===== config.mk =====
export PLATFORM = sky130hd
export DESIGN_NAME = mux_sel_serializer
export DESIGN_NICKNAME = d
export VERILOG_FILES = /design/src/rtl/mux_pkg.sv /design/src/rtl/bit_select_mux.sv /design/src/rtl/mux_sel_serializer.sv
export SDC_FILE = /design/constraint.sdc
export NUM_CORES = 1
export LEC_CHECK = 0
export ABC_AREA = 1
export BUFFER_PORTS_ARGS = -buffer_cell sky130_fd_sc_hd__buf_4
export CAP_MARGIN = 10
export CORE_MARGIN = 5
export CORE_UTILIZATION = 48
export CTS_BUF_LIST = sky130_fd_sc_hd__clkbuf_16
export DETAILED_ROUTE_END_ITERATION = 12
export MAX_ROUTING_LAYER = met4
export PLACE_DENSITY_LB_ADDON = 0.05
export REMOVE_ABC_BUFFERS = 1
export SYNTH_ARGS = -nofsm -noshare
export SYNTH_HDL_FRONTEND = slang
export SYNTH_SLANG_ARGS = --single-unit

===== constraint.sdc =====
create_clock -name clk -period 1.8 [get_ports clk]
set_input_delay 0.36 -clock clk [delete_from_list [all_inputs] [get_ports clk]]
set_output_delay 0.36 -clock clk [all_outputs]
set_load 0.05 [all_outputs]

===== src/rtl/mux_pkg.sv =====
// Shared definitions for the bit-select serializer slice.
//   state_t     : serializer control states (IDLE waits for a word, SHIFT streams its bits)
//   clog2_min1  : select-index width for an N-input mux, never narrower than one bit
package mux_pkg;

    typedef enum logic {
        IDLE  = 1'b0,
        SHIFT = 1'b1
    } state_t;

    // A one-input mux still needs a one-bit select port, so clamp at 1.
    function automatic int clog2_min1(input int w);
        return (w <= 1) ? 1 : $clog2(w);
    endfunction

endpackage


===== src/rtl/bit_select_mux.sv =====
// Combinational WIDTH-to-1 bit select.
//   data : word being serialized
//   sel  : bit index to present
//   y    : data[sel]
module bit_select_mux #(
    parameter int WIDTH = 8,
    parameter int SEL_W = 3
) (
    input  logic [WIDTH-1:0] data,
    input  logic [SEL_W-1:0] sel,
    output logic             y
);

    // A single-input mux has nothing to select; this also avoids indexing a
    // one-bit vector with a select that is wider than it needs to be.
    generate
        if (WIDTH == 1) begin : g_single
            assign y = data[0];
        end else begin : g_multi
            assign y = data[sel];
        end
    endgenerate

endmodule


===== src/rtl/mux_sel_serializer.sv =====
// Parallel-in / serial-out stage feeding an 8x1 bit-select mux.
//   clk, rst   : clock, synchronous active-high reset
//   in_data    : parallel word, taken when in_valid && in_ready
//   in_valid   : in_data is valid
//   in_ready   : stage can take a word this cycle
//   sel        : current bit index, exported to drive an external mux in lockstep
//   ser_out    : selected bit of the held word
//   ser_valid  : ser_out is valid
//   ser_ready  : downstream takes the bit when ser_valid && ser_ready
//   ser_last   : current bit is the final bit of the word
//   busy       : a word is in flight
module mux_sel_serializer
    import mux_pkg::*;
#(
    parameter int WIDTH     = 8,
    parameter int SEL_W     = clog2_min1(WIDTH),
    parameter bit MSB_FIRST = 1'b0
) (
    input  logic             clk,
    input  logic             rst,
    input  logic [WIDTH-1:0] in_data,
    input  logic             in_valid,
    output logic             in_ready,
    output logic [SEL_W-1:0] sel,
    output logic             ser_out,
    output logic             ser_valid,
    input  logic             ser_ready,
    output logic             ser_last,
    output logic             busy
);

    localparam logic [SEL_W-1:0] TOP_IDX   = SEL_W'(WIDTH - 1);
    localparam logic [SEL_W-1:0] START_IDX = MSB_FIRST ? TOP_IDX : '0;
    localparam logic [SEL_W-1:0] END_IDX   = MSB_FIRST ? '0 : TOP_IDX;

    state_t           state_q, state_d;
    logic [WIDTH-1:0] data_q, data_d;
    logic [SEL_W-1:0] sel_q, sel_d;
    logic             out_fire;
    logic             load;

    assign busy      = (state_q == SHIFT);
    assign ser_valid = busy;
    assign ser_last  = busy && (sel_q == END_IDX);
    assign sel       = sel_q;
    assign out_fire  = ser_valid && ser_ready;

    // Accepting during the final beat lets the next word start with no bubble;
    // this is the only path from an input (ser_ready) to an output.
    assign in_ready  = (state_q == IDLE) || (out_fire && ser_last);
    assign load      = in_valid && in_ready;

    bit_select_mux #(
        .WIDTH (WIDTH),
        .SEL_W (SEL_W)
    ) u_mux (
        .data (data_q),
        .sel  (sel_q),
        .y    (ser_out)
    );

    // Next-state logic: a load (from IDLE, or on the last beat) always restarts
    // the index; otherwise each output handshake walks sel toward the end index
    // and the last handshake returns it to the start. With no handshake
    // everything holds, which keeps sel and ser_out stable through stalls.
    always_comb begin
        state_d = state_q;
        data_d  = data_q;
        sel_d   = sel_q;
        case (state_q)
            IDLE: begin
                if (load) begin
                    data_d  = in_data;
                    sel_d   = START_IDX;
                    state_d = SHIFT;
                end
            end
            SHIFT: begin
                if (out_fire) begin
                    if (ser_last) begin
                        sel_d = START_IDX;
                        if (load) begin
                            data_d = in_data;
                        end else begin
                            state_d = IDLE;
                        end
                    end else if (MSB_FIRST) begin
                        sel_d = sel_q - SEL_W'(1);
                    end else begin
                        sel_d = sel_q + SEL_W'(1);
                    end
                end
            end
            default: begin
                state_d = IDLE;
                sel_d   = START_IDX;
            end
        endcase
    end

    // State, word and index registers; reset drops any word in flight.
    always_ff @(posedge clk) begin
        if (rst) begin
            state_q <= IDLE;
            data_q  <= '0;
            sel_q   <= START_IDX;
        end else begin
            state_q <= state_d;
            data_q  <= data_d;
            sel_q   <= sel_d;
        end
    end

endmodule


==> impl_results.md <==
* Status: completed
* Most common cell in the netlist: nand2_1
* Fin crit share at a little over nine tenths
* First-pass DRT Iterations at 4
* Clock buffer depth at 2
* VDD IR max at roughly 0.0010 V
* Starting density of the core at approximately half
* Family with the most delay on the worst path: adder cells
* Max Cap Viol at 0
* Max stage delay cell, worst path: dfxtp_2
* Final Power at between 0.0008 and 0.0009 W
* Starting DRT DRC Count at 10
* Reg2reg start: sel[0]
* CP most frequent cell: ha_1
* Antenna cells at 0
* Largest net degree at the start of global routing at 11
* Tmin final at ~1.7 ns
* Fin nets at ~140
* Total GRT Usage at between 15 and 20%
* R2R depth at 6
* Core ar. at around 1300 um2
* Mapped cell area at 647 um2
* F_max at between 0.5 and 0.6 GHz
* # DRC at 0
* Multi-input gate area at 324 um2
* Die Y at ~47 um
* Vias in the first global route at approximately 550
* Post-Place Worst Slack at about 0.24 ns
* Worst setup EP type: primary output
* Post-Route WL at 1.35 mm
* Num CTS Buffers at 3
* Hold EP: sel[0]
* Synth area leader: dfxtp_1
* Rel. slew slack at between 70% and 80%
* Worst EP required at approximately 1.4 ns
* Die area at between 2000 and 2500 um2
* Setup CP Type: reg2out
* Global-route wire length before repair at between 2 and 2.5 mm
* Placed Instance Area at just over 800 um2
* Yosys reg bits at 12
* Post-route ant nets at 0
* EDFF count, synth at 0
* Final WS setup at about 0.057 ns
* Clk Latency, worst-skew pair at approximately 0.24 ns
* Pleak at around 0.46 nW
* HP Start: rst
* Final-layout fill cell count at 120
* Overflow after GRT at 0
* Final setup violation count at 0
* Initial antenna violation count at 0
* Root Buffer: clkbuf_16
* Ys flop type: dfxtp_1
* Crit path max fanout at 8
* Final Wtd Congestion at between 0.8 and 0.9
* Final slew viol count at 0
* Clock slew at reported path FFs at approximately 0.040 ns
* Skew final at slightly above 0.002 ns
* Synthesis warning total at 0
* Synth Instances at 98
* Synth top area share at 37.1%
* Design area at 885 um2
* Syn-to-layout area delta at 36.8%
* Placed Cells at roughly 130
* R2R setup slack at approximately 0.38 ns
* CTS HTree Levels at 1
* Largest cells by area after synthesis: dfxtp_1 (37%), nand2_1 (15%), inv_1 (9.9%)
* Async SR Flop Fraction at 0%
* Worst Hold Path Cells at 2
* RSZ-0062 raised after global routing: false
* Sequential share of the synthesized area at a little under two fifths
* Unique masters post-synth at 13
* Avg WL per Cell at between 9 and 10 um
* Final Hold Vio Count at 0
* Synthesized area per cell at about 6.6 um2
* Crit path DAT at around 1.4 ns
* Crit-path max cell delay at 0.35 ns
* Vias per cell at 4.65
* Worst Setup Start Kind: register
* CTS tree: done
* Clk sinks at 12
* Via count at between 600 and 700
* Placement Rows at 13
* Buf/Inv on CP at 1
* HP Class: in2reg
* DPL Wire Length at between 1 and 1.5 mm
* Die X at ~47 um
* Setup TNS at 0 ns
* Port bufs at 19
* Most frequent cells after synthesis: nand2_1 (26), inv_1 (17), nor2_1 (16)
* Io pins at 20
* CP cell instances: ha_1, ha_1, nand2_1, nand2_2, buf_4
* Reg2Reg Capture Point: data_q[5]
* Non-Filler Instances at roughly 140
* P per Cell Area at roughly 940 nW/um2
* Fraction of layout cells with a size suffix above 1 at between 20% and 30%
* Worst-Margin Slew at 0.331 ns
* Post-CTS setup buffers at 0
* Storage cell area at approximately 240 um2
metal layers:
metal  up-vias  global-route usage (%)  part of all wire, %
li1        348                       -                    -
met1       271                    16.7                   44
met2        10                    25.0                   50
met3         3                    7.03                  4.6
met4         0                    3.31                 0.89
met5         -                       -                    0
worst max-delay path by stage:
| stage | from | endpoint | slack, ns | cells after the start |
|---|---|---|---|---|
| 2_1_floorplan | sel[0] | ser_out | -0.10 | 6 |
| 3_3_place_gp | sel[0] | in_ready | 0.29 | 5 |
| 3_5_place_dp | sel[0] | in_ready | 0.24 | 5 |
| 4_1_cts | sel[0] | in_ready | 0.05 | 5 |
| 5_1_grt | sel[0] | in_ready | 0.01 | 5 |
| 6_report | sel[0] | in_ready | 0.06 | 5 |
worst register-to-register path: stages (launching register included):
cell and delay [ns]:
dfxtp_2 0.39, ha_1 0.18, ha_1 0.19, nand2_1 0.10
a21oi_2 0.31, nor2_1 0.08, nor2_1 0.11
kinds of logic (layout without fill, tap and decap cells):
| group | count (synthesis) | after routing | share of synthesized area [%] |
|---|---|---|---|
| flip-flops | 12 | 12 | 37.1 |
| buffers and inverters | 19 | 42 | 12.8 |
| AO/OA/AOI/OAI | 5 | 5 | 4.45 |
| AND/OR/NAND/NOR | 60 | 60 | 41.8 |
| adder cells (fa/ha/maj) | 2 | 2 | 3.87 |
timing repair:
| item | in CTS | in global routing |
|---|---|---|
| resized for setup | 1 | 0 |
| setup endpoints to repair | 1 | 0 |
| hold buffers | 0 | 0 |
sequential cells by signal, summed over array words and instances (netlist names):
name    count
data_q      8
sel         3
busy        1
power by group:
part | switching (W) | total (W) | internal, W
combinational | 0.0000823 | 0.000138 | 0.0000557
sequential | 0.0000128 | 0.000297 | 0.000284
clock | 0.000109 | 0.000400 | 0.000292
total | 0.000204 | 0.000836 | 0.000632
cell type report:
cell class,count,share of cell area [%]
clock buffers,3,8.49
clock inverters,1,0.424
inverters,17,7.21
multi-input cells,67,36.6
flip-flops and latches,12,27.3
well taps,15,2.12
repair buffers,21,17.8
layout by cell type (no fill, tap or decap):
master	n
dfxtp_2	1
dfxtp_1	11
a21oi_2	1
nand3_1	8
nor2_1	16
nand4_1	1
buf_4	21
nand2_1	26
inv_1	17
clkbuf_16	3
ha_1	2
nand2_2	1
nand3b_1	8
clkinv_1	1
a21oi_1	4
metrics by stage:
step	hold slack, ns	util [%]
6_report	0.317	68.8
5_1_grt	0.317	68.8
4_1_cts	0.314	68.8
3_5_place_dp	0.475	62.6
3_3_place_gp	0.469	62.6
2_1_floorplan	0.429	-
No activity file was read; power rests on OpenSTA's default activity.
